**src/rtl/trigger_level_ctrl.sv**
```systemverilog
// trigger_level_ctrl
// Holds the two 8-bit DAC reference levels (channel 1 = trigger, channel 2 = auxiliary).
// Two raw front-panel buttons are synchronized, debounced and auto-repeated to step the
// level selected by ch_target, saturating at 0 and 255. Shadow copies of both levels only
// follow the live levels while cs_n is high, so ref_level is frozen during a DAC transfer.
//
// Ports:
//   clk            system clock (shared with the SPI MOSI stage)
//   reset_n        synchronous active-low reset
//   level_up_n     raw up button, active-low, asynchronous, bouncy
//   level_down_n   raw down button, active-low, asynchronous, bouncy
//   ch_target      level adjusted by the buttons (0 = ch1, 1 = ch2)
//   channel_sel    channel the MOSI stage is writing (0 = ch1, 1 = ch2)
//   cs_n           DAC chip select from the MOSI stage, 1 = idle
//   ref_level      shadow level of the channel picked by channel_sel
//   level_ch1      live channel 1 level
//   level_ch2      live channel 2 level
//   update_pending a live level differs from its shadow
module trigger_level_ctrl #(
  parameter int unsigned DEBOUNCE_CYCLES = 16,
  parameter int unsigned REPEAT_DELAY    = 4096,
  parameter int unsigned REPEAT_RATE     = 512,
  parameter logic [7:0]  INIT_LEVEL      = 8'd128,
  parameter logic [7:0]  STEP            = 8'd1
) (
  input  logic       clk,
  input  logic       reset_n,
  input  logic       level_up_n,
  input  logic       level_down_n,
  input  logic       ch_target,
  input  logic       channel_sel,
  input  logic       cs_n,
  output logic [7:0] ref_level,
  output logic [7:0] level_ch1,
  output logic [7:0] level_ch2,
  output logic       update_pending
);

  localparam int unsigned DbW     = (DEBOUNCE_CYCLES > 2) ? $clog2(DEBOUNCE_CYCLES) : 1;
  localparam int unsigned HoldMax = (REPEAT_DELAY > REPEAT_RATE) ? REPEAT_DELAY : REPEAT_RATE;
  localparam int unsigned HoldW   = (HoldMax > 2) ? $clog2(HoldMax) : 1;

  localparam logic [DbW-1:0]   DbLast    = DbW'(DEBOUNCE_CYCLES - 1);
  localparam logic [HoldW-1:0] DelayLast = HoldW'(REPEAT_DELAY - 1);
  localparam logic [HoldW-1:0] RateLast  = HoldW'(REPEAT_RATE - 1);

  // Button index 0 = up, 1 = down. Sync/debounce registers keep the active-low polarity.
  logic [1:0]       w_raw_n;
  logic [1:0]       r_sync1_n;
  logic [1:0]       r_sync2_n;
  logic [1:0]       r_deb_n;
  logic [DbW-1:0]   r_db_cnt [2];
  logic [1:0]       r_prs_prev;
  logic [HoldW-1:0] r_hold   [2];
  logic [1:0]       r_rep;

  logic [7:0] r_level_ch1;
  logic [7:0] r_level_ch2;
  logic [7:0] r_shadow_ch1;
  logic [7:0] r_shadow_ch2;

  logic [1:0]       w_pressed;
  logic [1:0]       w_active;
  logic [1:0]       w_step;
  logic [HoldW-1:0] w_hold_d [2];
  logic [1:0]       w_rep_d;
  logic [7:0]       w_sel_level;
  logic [8:0]       w_sum;
  logic [7:0]       w_new_level;

  assign w_raw_n   = {level_down_n, level_up_n};
  assign w_pressed = ~r_deb_n;

  // Step and hold-counter next state. A button is only active while the other one is
  // released, so up and down steps can never coincide.
  always_comb begin
    w_active = 2'b00;
    w_step   = 2'b00;
    w_rep_d  = 2'b00;
    for (int b = 0; b < 2; b++) begin
      w_hold_d[b] = '0;
      w_active[b] = w_pressed[b] & ~w_pressed[1-b];
      if (w_active[b]) begin
        if (!r_prs_prev[b]) begin
          // Fresh press: step now, restart the delay phase.
          w_step[b] = 1'b1;
        end else if ((!r_rep[b] && r_hold[b] == DelayLast) ||
                     (r_rep[b] && r_hold[b] == RateLast)) begin
          w_step[b]  = 1'b1;
          w_rep_d[b] = 1'b1;
        end else begin
          w_hold_d[b] = r_hold[b] + 1'b1;
          w_rep_d[b]  = r_rep[b];
        end
      end
    end
  end

  // Saturating add/subtract on the targeted level.
  always_comb begin
    w_sel_level = ch_target ? r_level_ch2 : r_level_ch1;
    w_sum       = {1'b0, w_sel_level} + {1'b0, STEP};
    w_new_level = w_sel_level;
    if (w_step[0]) begin
      w_new_level = w_sum[8] ? 8'hFF : w_sum[7:0];
    end else if (w_step[1]) begin
      w_new_level = (w_sel_level < STEP) ? 8'h00 : (w_sel_level - STEP);
    end
  end

  always_ff @(posedge clk) begin
    if (!reset_n) begin
      r_sync1_n    <= 2'b11;
      r_sync2_n    <= 2'b11;
      r_deb_n      <= 2'b11;
      r_prs_prev   <= 2'b00;
      r_rep        <= 2'b00;
      r_level_ch1  <= INIT_LEVEL;
      r_level_ch2  <= INIT_LEVEL;
      r_shadow_ch1 <= INIT_LEVEL;
      r_shadow_ch2 <= INIT_LEVEL;
      for (int b = 0; b < 2; b++) begin
        r_db_cnt[b] <= '0;
        r_hold[b]   <= '0;
      end
    end else begin
      r_sync1_n  <= w_raw_n;
      r_sync2_n  <= r_sync1_n;
      r_prs_prev <= w_pressed;
      r_rep      <= w_rep_d;
      for (int b = 0; b < 2; b++) begin
        r_hold[b] <= w_hold_d[b];
        if (r_sync2_n[b] == r_deb_n[b]) begin
          r_db_cnt[b] <= '0;
        end else if (r_db_cnt[b] == DbLast) begin
          r_deb_n[b]  <= r_sync2_n[b];
          r_db_cnt[b] <= '0;
        end else begin
          r_db_cnt[b] <= r_db_cnt[b] + 1'b1;
        end
      end
      if (ch_target) begin
        r_level_ch2 <= w_new_level;
      end else begin
        r_level_ch1 <= w_new_level;
      end
      // Shadows sample the pre-step levels; a same-edge step lands on the next idle edge.
      if (cs_n) begin
        r_shadow_ch1 <= r_level_ch1;
        r_shadow_ch2 <= r_level_ch2;
      end
    end
  end

  assign ref_level      = channel_sel ? r_shadow_ch2 : r_shadow_ch1;
  assign level_ch1      = r_level_ch1;
  assign level_ch2      = r_level_ch2;
  assign update_pending = (r_level_ch1 != r_shadow_ch1) | (r_level_ch2 != r_shadow_ch2);

endmodule
```
**config.mk**
```make
export PLATFORM = sky130hd
export DESIGN_NAME = trigger_level_ctrl
export DESIGN_NICKNAME = d
export VERILOG_FILES = /design/src/rtl/trigger_level_ctrl.sv
export SDC_FILE = /design/constraint.sdc
export NUM_CORES = 1
export LEC_CHECK = 0
export CAP_MARGIN = 5
export CORE_UTILIZATION = 63
export CTS_CLUSTER_DIAMETER = 100
export DETAILED_ROUTE_END_ITERATION = 7
export GPL_TIMING_DRIVEN = 0
export PLACE_DENSITY = 0.86
export SYNTH_ARGS = -nofsm -noshare
export SYNTH_HDL_FRONTEND = slang
export SYNTH_SLANG_ARGS = --single-unit
```
**constraint.sdc**
```tcl
create_clock -name clk -period 6.8 [get_ports clk]
set_clock_uncertainty 0.05 [all_clocks]
set_input_delay 1.36 -clock clk [delete_from_list [all_inputs] [get_ports clk]]
set_output_delay 1.36 -clock clk [all_outputs]
set_load 0.05 [all_outputs]
```
==> results.md, run 1 <==
- In this run the worst hold path is classified as reg -> reg.
- The cell depth of the worst flop-to-flop path is 11.
- The clock tree buffer depth is 2.
- The global-route wire length before repair is 14600 um.
- The synthesized instance count is ~430.
- After floorplanning, the core was divided into 28 placement rows.
- The number of setup buffers added after CTS is 0.
- The final-report max-slew violation count was 0.
- The number of warnings printed during yosys synthesis is 0.
- For this run, the total global-route usage over all layers was measured as 0.297.
- The aggregate global routing overflow is 0.
- The die covers around 0.0065 sq mm.
- Counting the fill cells in the layout gives about 420.
- The startpoint of the tightest hold check path is r_sync1_n[1].
- After clock tree synthesis, the repair step resized 0 gates.
- The relative slew slack is 0.426.
- Walking the worst path, the cells encountered are clkbuf_1 > clkbuf_1 > clkbuf_1 > mux2i_1 > inv_1 > ha_1 > and4_1 > a41oi_1 > or2_2 > clkbuf_1 > o21ai_0 > a221oi_2 > a21oi_1.
- Of the cells placed in the final design, the portion with a size suffix greater than 1 is 0.0768.
- The top-area cell type share of the netlist area is 0.338.
- The net total in the final layout is 490.
- The run finished with clean final reports.
- The via count of the first global-routing pass was 3145.
- The initial antenna violation count came to 0.
- Among cell families on the critical path, the largest total delay comes from buffers and inverters.
- The worst path buffer plus inverter count is 5.
- The overall routed net length is between 9000 and 10000 um.
- The endpoint identified for the worst register-to-register timing path is level_ch2[3].
- The number of iterations in the first detailed-routing pass is 5.
- In this run the static leakage power is approximately 1.7 nW.
- The count of vias placed by the detailed router is around 3400.
- In this run the horizontal extent of the chip is about 81 um.
- The cell chosen for the clock root is sky130_fd_sc_hd__clkbuf_8.
- The worst hold path cell count is 1.
- The clock tree from TritonCTS is yes.
- The worst setup path is captured at a flip-flop.
- Entering global routing, the biggest net connects 14 pins.
- The area growth from synthesis to layout is 15.7%.
- The area of combinational cells with multiple inputs is 0.00219 sq mm.
- The routed length per placed instance is roughly 17 um.
- In this run the vertical extent of the chip is about 80 um.
- The endpoint arrival time on the critical path is ~5200 ps.
- Data on the critical path is required at its endpoint by 6950 ps.
- The antenna diode count is 0.
- The final weighted congestion in routability-driven placement is 0.970.
- The clock-pin slew on the worst setup and hold paths is ~80 ps.
- The number of hold violations in the final report was 0.
- The final period demand of the worst path is around 5000 ps.
- The capture endpoint of the worst hold path is r_sync2_n[1].
- After synthesis the cells add up to approximately 0.0039 sq mm.
- For this run, design rule violations remaining after detail routing come to 0.
- By area the synthesized netlist is led by sky130_fd_sc_hd__dfxtp_1, sky130_fd_sc_hd__xor2_1, sky130_fd_sc_hd__edfxtp_1.
- The setup TNS after final layout is 0 ps.
- The synthesized design contains 74 register bits.
- The async set or reset register ratio after synthesis is 0.
- The number of DRC markers after the initial detailed-route iteration is 278.
- Clock latency on the worst-skew pair, taken at its later pin, is about 350 ps.
- The initial standard-cell utilization of the core is 0.655.
- The TritonCTS sink count is between 70 and 80.
- Setup repair after global routing left no endpoint under its margin.
- The most used flip-flop cell after synthesis is sky130_fd_sc_hd__dfxtp_1.
- The startpoint of the worst-slack reg-to-reg timing path is level_ch1[0].
- Counting distinct cell types in the post-synthesis netlist gives slightly below 60.
- The tool flagged a number of max-cap violations equal to 0.
- The number of buffers inserted by port buffering is 27.
- Once layout is complete, the utilization of the core stands at 0.758.
- The number of synthesized flops with an enable pin is 8.
- The worst-path maximum fanout is 10.
- The largest single stage delay on the critical path is roughly 490 ps.
- The boundary pin count is 32.
- The register-to-register path setup slack is ~3600 ps.
- The slew of the pin with the lowest slew margin is roughly 860 ps.
- The maximum clock rate is around 200 MHz.
- By instance count, the cell type seen most on the critical path is sky130_fd_sc_hd__clkbuf_1.
- The sequential cells in the finished layout cover a total of ~0.0016 sq mm.
- The total of endpoints with negative setup slack in the final report is 0.
- The slowest cell on the critical path is sky130_fd_sc_hd__clkbuf_1.
- The maximum level of the CTS H-tree is 3.
- The number of clock buffers added by TritonCTS is 9.
- The share of the Yosys chip area taken by registers is 0.400.
- In this run the mean area of a mapped cell was 9.04 sq um.
- The final antenna-violating net count is 0.
- The critical path class is in -> reg.
- Summed over all nets, the half-perimeter wirelength after detailed placement is between 6000 and 7000 um.
- Dividing the final minimum period by the clock period gives 0.743.
- The worst-case IR drop observed on VDD is roughly 190 uV.
- The power per unit of standard cell area is approximately 210 mW/mm^2.
- The post-detailed-route via-to-cell ratio is ~6.2.
- STA classifies the critical path startpoint as an input port.
- The area of the core is just under 0.006 sq mm.
- The number of buffers added to fix hold violations after cts is 0.
- Of all cell types, the one taking the most synthesized area is sky130_fd_sc_hd__dfxtp_1.
-- cell usage after synthesis (all sizes together) (2+ instances only) --
cell     count
and4         6
inv         13
xor2        33
and3         4
o21a         3
buf          4
o211ai       4
nor4b        3
nor4         6
nor3b        2
a32o         5
nand4        8
a2111oi      2
o21ai       14
a21o         2
ha           6
nor2b       17
a31oi        5
nand2       22
mux2i       23
nor2        38
dfxtp       66
a211o        2
nor3         7
or3          5
or2          3
xnor2        6
clkbuf      28
a21oi       21
and4b        2
o221ai       3
mux2        12
edfxtp       8
nand3       21
a211oi       3
nand2b       7
-- worst max path at each step --
stage | startpoint | to | slack, ps | depth (start not counted)
floorplan | ch_target | level_ch1[3] | 2420 | 13
CTS | ch_target | level_ch2[3] | 1900 | 13
detailed placement | ch_target | level_ch1[3] | 1600 | 13
finish | ch_target | level_ch2[3] | 1750 | 13
global route | ch_target | level_ch2[3] | 1590 | 13
global placement | ch_target | level_ch1[3] | 1580 | 13
-- state kept, by name, summed over array words and instances, names as in the netlist --
signal        cells
r_hold           24
level_ch1         8
level_ch2         8
r_db_cnt          8
r_shadow_ch1      8
r_shadow_ch2      8
r_deb_n           2
r_prs_prev        2
r_rep             2
r_sync1_n         2
r_sync2_n         2
-- cells in the final DEF, fill, tap and decap left out, types with 13 or more instances in the layout --
cell type                         count
sky130_fd_sc_hd__a21oi_1             19
sky130_fd_sc_hd__clkbuf_1            30
sky130_fd_sc_hd__clkdlybuf4s50_1     27
sky130_fd_sc_hd__dfxtp_1             66
sky130_fd_sc_hd__inv_1               13
sky130_fd_sc_hd__mux2i_1             23
sky130_fd_sc_hd__nand2_1             22
sky130_fd_sc_hd__nand3_1             20
sky130_fd_sc_hd__nor2_1              38
sky130_fd_sc_hd__nor2b_1             17
sky130_fd_sc_hd__o21ai_0             14
sky130_fd_sc_hd__xor2_1              33
-- per-stage QoR --
step	instances	hold slack, ps	instance area (sq um)	power [mW]	setup WS, ps
after floorplan	439	336	3930	0.560	2420
after global placement	541	339	4290	0.591	1580
after detailed placement	541	347	4290	0.594	1600
after CTS	557	365	4520	0.971	1900
after global routing	557	377	4520	1.00	1590
final	557	360	4520	0.969	1750
-- area by class of cell --
cell class / count / share of cell area
plain buffers: 32 / 0.0285
clock buffers: 12 / 0.0321
clock inverters: 4 / 0.0169
inverters: 13 / 0.0108
multi-input cells: 320 / 0.485
flip-flops and latches: 74 / 0.346
well taps: 75 / 0.0208
repair buffers: 27 / 0.0599
-- worst reg2reg max path, cell delays in order, from the launching register on --
cell and delay, ps:
sky130_fd_sc_hd__dfxtp_1 310, sky130_fd_sc_hd__clkbuf_1 180, sky130_fd_sc_hd__mux2i_1 300, sky130_fd_sc_hd__inv_1 120, sky130_fd_sc_hd__ha_1 300, sky130_fd_sc_hd__and4_1 240, sky130_fd_sc_hd__a41oi_1 350, sky130_fd_sc_hd__or2_2 190
sky130_fd_sc_hd__clkbuf_1 310, sky130_fd_sc_hd__o21ai_0 190, sky130_fd_sc_hd__a221oi_2 410, sky130_fd_sc_hd__a21oi_1 130
-- per-layer routing --
| metal | global-route usage | up-vias | share of wire |
|---|---|---|---|
| met5 | 0 | - | 0 |
| met4 | 0.161 | 0 | 0.030 |
| met3 | 0.0568 | 32 | 0.066 |
| met2 | 0.488 | 141 | 0.49 |
| met1 | 0.364 | 1626 | 0.42 |
| li1 | - | 1627 | - |
-- cells by family (layout without fill, tap and decap cells) --
family          Yosys count  in the layout  share of synthesized area
compound gates           77             77                      0.141
other cells               1              8                   0.000961
fa+ha+maj                 6              6                     0.0192
flops                    74             74                      0.400
buf+inv                  45             88                     0.0455
simple gates            155            155                      0.213
xor+xnor                 39             39                     0.0875
mux                      35             35                     0.0936
-- power by group --
part | switching (mW) | internal, mW | leakage [nW]
registers | 0.0108 | 0.452 | 0.619
logic | 0.0809 | 0.0453 | 1.01
clock network | 0.163 | 0.218 | 0.107
total | 0.255 | 0.715 | 1.73
Note: power is estimated with default switching activity, not from simulation.
==> run 2, diff against run 1 <==
--- a/config.mk
+++ b/config.mk
@@ -6,11 +6,11 @@
 export NUM_CORES = 1
 export LEC_CHECK = 0
 export CAP_MARGIN = 5
-export CORE_UTILIZATION = 63
+export CORE_UTILIZATION = 52
 export CTS_CLUSTER_DIAMETER = 100
 export DETAILED_ROUTE_END_ITERATION = 7
 export GPL_TIMING_DRIVEN = 0
-export PLACE_DENSITY = 0.86
+export PLACE_DENSITY = 0.75
 export SYNTH_ARGS = -nofsm -noshare
 export SYNTH_HDL_FRONTEND = slang
 export SYNTH_SLANG_ARGS = --single-unit
==> constraint.sdc (replaced) <==
create_clock -name clk -period 4.4 [get_ports clk]
set_clock_uncertainty 0.05 [all_clocks]
set_input_delay 0.88 -clock clk [delete_from_list [all_inputs] [get_ports clk]]
set_output_delay 0.88 -clock clk [all_outputs]
set_load 0.05 [all_outputs]
==> run 2 against run 1 <==
Effect of this change:
- cell area decreased by 0.55%
- via count is 4.1% lower
- global-route usage is 5.8 points lower
- routed wire length is 6.5% lower
- count of clock-buffer cells in the layout down 3
- first-iteration DRC count decreased by 44%
- setup slack worse by 1200 ps
- register-to-register slack worse by 2300 ps
- non-clock buffer count fell by 1
- critical path type unchanged
- largest cell class unchanged
- largest power group unchanged
- highest routed layer unchanged
==> results.md, run 2 (same netlist as run 1, synthesis figures left out) <==
- The cell depth of the worst flop-to-flop path is 11 (unchanged).
- The count of standard-cell rows is 31 (+11%).
- The endpoint arrival time on the critical path came to 4070 ps (-1130 ps).
- STA classifies the critical path endpoint as a flip-flop.
- In this run the most critical hold path is launched from r_sync1_n[0].
- Clock tree synthesis selected as its root buffer the cell sky130_fd_sc_hd__clkbuf_8.
- Setup repair after global routing left no endpoint under its margin.
- The number of clock buffers inserted by TritonCTS was 9 (unchanged).
- The worst hold margin is 375 ps (+15.1 ps).
- The clock tree buffer depth was 2 (unchanged).
- The most flop-heavy register is r_hold.
- The register-to-register path setup slack is 1320 ps (-2250 ps).
- The flow ran to the end, and the final reports show no timing, DRC or antenna violations.
- The startpoint type of the worst setup path is an input port.
- The worst hold path cell count is 1 (unchanged).
- The setup slack after placement came to -295 ps (-1900 ps).
- In the finished design, the share of the clock period the worst path needs comes to 0.886.
- The final cell area excluding filler cells was 0.00449 sq mm (-0.55%).
- The aggregate global routing overflow was 0 (unchanged).
- The least setup slack across all paths after layout is 501 ps (-1250 ps).
- The number of maximum-capacitance violations is 0 (unchanged).
- The initial standard-cell utilization of the core is 0.538 (-0.117).
- The critical path class is in -> reg.
- The peak supply drop is 167 uV (-10%).
- Traced cell by cell, the critical path runs through clkbuf_1 > clkbuf_2 > mux2i_1 > inv_1 > ha_1 > and4_1 > a41oi_1 > or2_2 > clkbuf_1 > o21ai_0 > a221oi_2 > a21oi_1.
- The die outline width was 88.6 um (+9.8%).
- In the layout the commonest cells are sky130_fd_sc_hd__dfxtp_1, sky130_fd_sc_hd__nor2_1, sky130_fd_sc_hd__xor2_1.
- The slowest stage of the critical path is the sky130_fd_sc_hd__clkbuf_2 cell.
- In this run the critical register-to-register path is captured at level_ch1[3].
- The boundary pin count came to 32 (unchanged).
- The number of buffers inserted by port buffering is 27 (unchanged).
- The maximum level of the CTS H-tree was 3 (unchanged).
- The worst-path maximum fanout came to 19 (+9).
- The clock tree from TritonCTS is yes.
- The overall routed net length is 8660 um (-6.5%).
- The slew of the pin with the lowest slew margin is 735 ps (-125 ps).
- The delay of the slowest cell on the worst path is 460 ps (-30 ps).
- The flip-flop count of the largest register after layout is 24 (unchanged).
- The area of the core is 0.00725 sq mm (+22%).
- The final antenna-violating net count is 0 (unchanged).
- The number of hold violations in the final report was 0 (unchanged).
- The instance area after placement was 0.00432 sq mm (+0.70%).
- The DRC violations left is 0 (unchanged).
- The total of endpoints with negative setup slack in the final report was 0 (unchanged).
- The area of the die was 0.00786 sq mm (+21%).
- The final weighted congestion in routability-driven placement is 0.895 (-7.8%).
- The net total in the final layout is 489 (-0.20%).
- The overall fraction of global-route tracks in use was 0.239 (-0.0579).
- The maximum clock rate is 256 MHz.
- The clock-pin slew on the worst setup and hold paths is 80 ps (about the same).
- For the finished layout, the period the worst path requires is roughly 3900 ps.
- The share of the core filled with cells in the final layout is 0.619 (-0.139).
- The fraction of final layout cells sized beyond drive strength 1 is 0.0790 (+0.00224).
- The post-detailed-placement half-perimeter wirelength came to 6150 um (-2.9%).
- The post-detailed-route via-to-cell ratio is 5.66 (-7.9%).
- The capture endpoint of the worst hold path is r_sync2_n[0].
- The die height is 88.6 um (+9.8%).
- The initial antenna violation count came to 0 (unchanged).
- The required time of the worst setup path is 4570 ps (-2380 ps).
- The power per unit of standard cell area is 305 mW/mm^2 (+42%).
- In this run the critical register-to-register path is launched from level_ch1[1].
- The via count of the first global-routing pass is 3063 (-2.6%).
- The antenna diode count came to 0 (unchanged).
- The number of iterations in the first detailed-routing pass is 4 (-1).
- The routed length per placed instance is 14.9 um (-10%).
- The number of DRC markers after the initial detailed-route iteration came to 157 (-44%).
- The class of the worst hold path is reg -> reg.
- The maximum number of pins on one net before global-route repair came to 14 (unchanged).
- The count of vias placed by the detailed router is 3284 (-4.1%).
- The clock insertion delay at the later pin of the skew report is 350 ps (about the same).
- The TritonCTS sink count is 74 (unchanged).
- The global-route wire length before repair came to 14400 um (-1.7%).
- Relative to the synthesized area, the layout overhead comes to 15.0%.
- The relative slew slack is 0.510 (+0.0836).
- The reported leakage power is 1.71 nW (-1.4%).
- The most numerous cell on the critical path is sky130_fd_sc_hd__clkbuf_1.
- The final-report max-slew violation count came to 0 (unchanged).
- The library cell used most frequently in the layout, excluding fill and tap cells, is sky130_fd_sc_hd__dfxtp_1.
==> run 2: cell types whose count changed in the layout (fill, tap and decap cells not counted) <==
cell,previous run,this run
sky130_fd_sc_hd__bufinv_16,2,0
sky130_fd_sc_hd__clkbuf_1,30,26
sky130_fd_sc_hd__clkinvlp_4,1,2
sky130_fd_sc_hd__inv_6,0,1
sky130_fd_sc_hd__clkinv_2,0,1
sky130_fd_sc_hd__clkbuf_2,0,1
sky130_fd_sc_hd__clkbuf_8,10,9
sky130_fd_sc_hd__clkinv_1,0,2
==> run 2: what timing repair did <==
action / in CTS / in global routing
setup endpoints to repair: 0 / 4
hold buffers: 0 / 0
gates resized for setup: 0 / 2
setup buffers: 0 / 0
==> run 2: final cells by class <==
cell class | instances | area, sq um
fillers | 644 | 2760
clock buffers | 9 | 124
clock inverters | 7 | 45.0
plain buffers | 31 | 126
inverters | 13 | 48.8
multi-input cells | 320 | 2190
well taps | 99 | 124
flip-flops and latches | 74 | 1560
repair buffers | 27 | 270
==> run 2: how the worst max path moves through the flow <==
stage,cells past startpoint,slack [ps],startpoint,endpoint
finish,12,500,ch_target,level_ch1[3]
global route,12,170,ch_target,level_ch2[3]
floorplan,13,500,ch_target,level_ch1[3]
global placement,13,-270,ch_target,level_ch2[3]
CTS,13,60,ch_target,level_ch2[3]
detailed placement,13,-300,ch_target,level_ch1[3]
==> run 2: worst max-delay path: cells and delay by family <==
kind            cells  cell delay [ps]
mux                 1              350
compound gates      4              980
simple gates        2              410
fa+ha+maj           1              290
buf+inv             4             1140
==> run 2: per-layer routing <==
layer | up-vias | part of all wire | global-route usage
met1 | 1554 | 0.46 | 0.323
met4 | 0 | 0.018 | 0.104
li1 | 1629 | - | -
met5 | - | 0 | 0
met3 | 16 | 0.056 | 0.0420
met2 | 85 | 0.46 | 0.374
==> run 2: per-stage QoR <==
stage	setup TNS, ps	power [mW]	std cells
after floorplan	0	0.865	439
after global placement	-726	0.915	565
after detailed placement	-827	0.917	565
after CTS	0	1.38	581
after global routing	0	1.43	580
final	0	1.37	580
==> run 2: report_power, final <==
part	switching, mW	total, mW	internal (mW)
combinational	0.121	0.190	0.0698
clock	0.265	0.467	0.202
sequential	0.0158	0.713	0.698
total	0.401	1.37	0.970
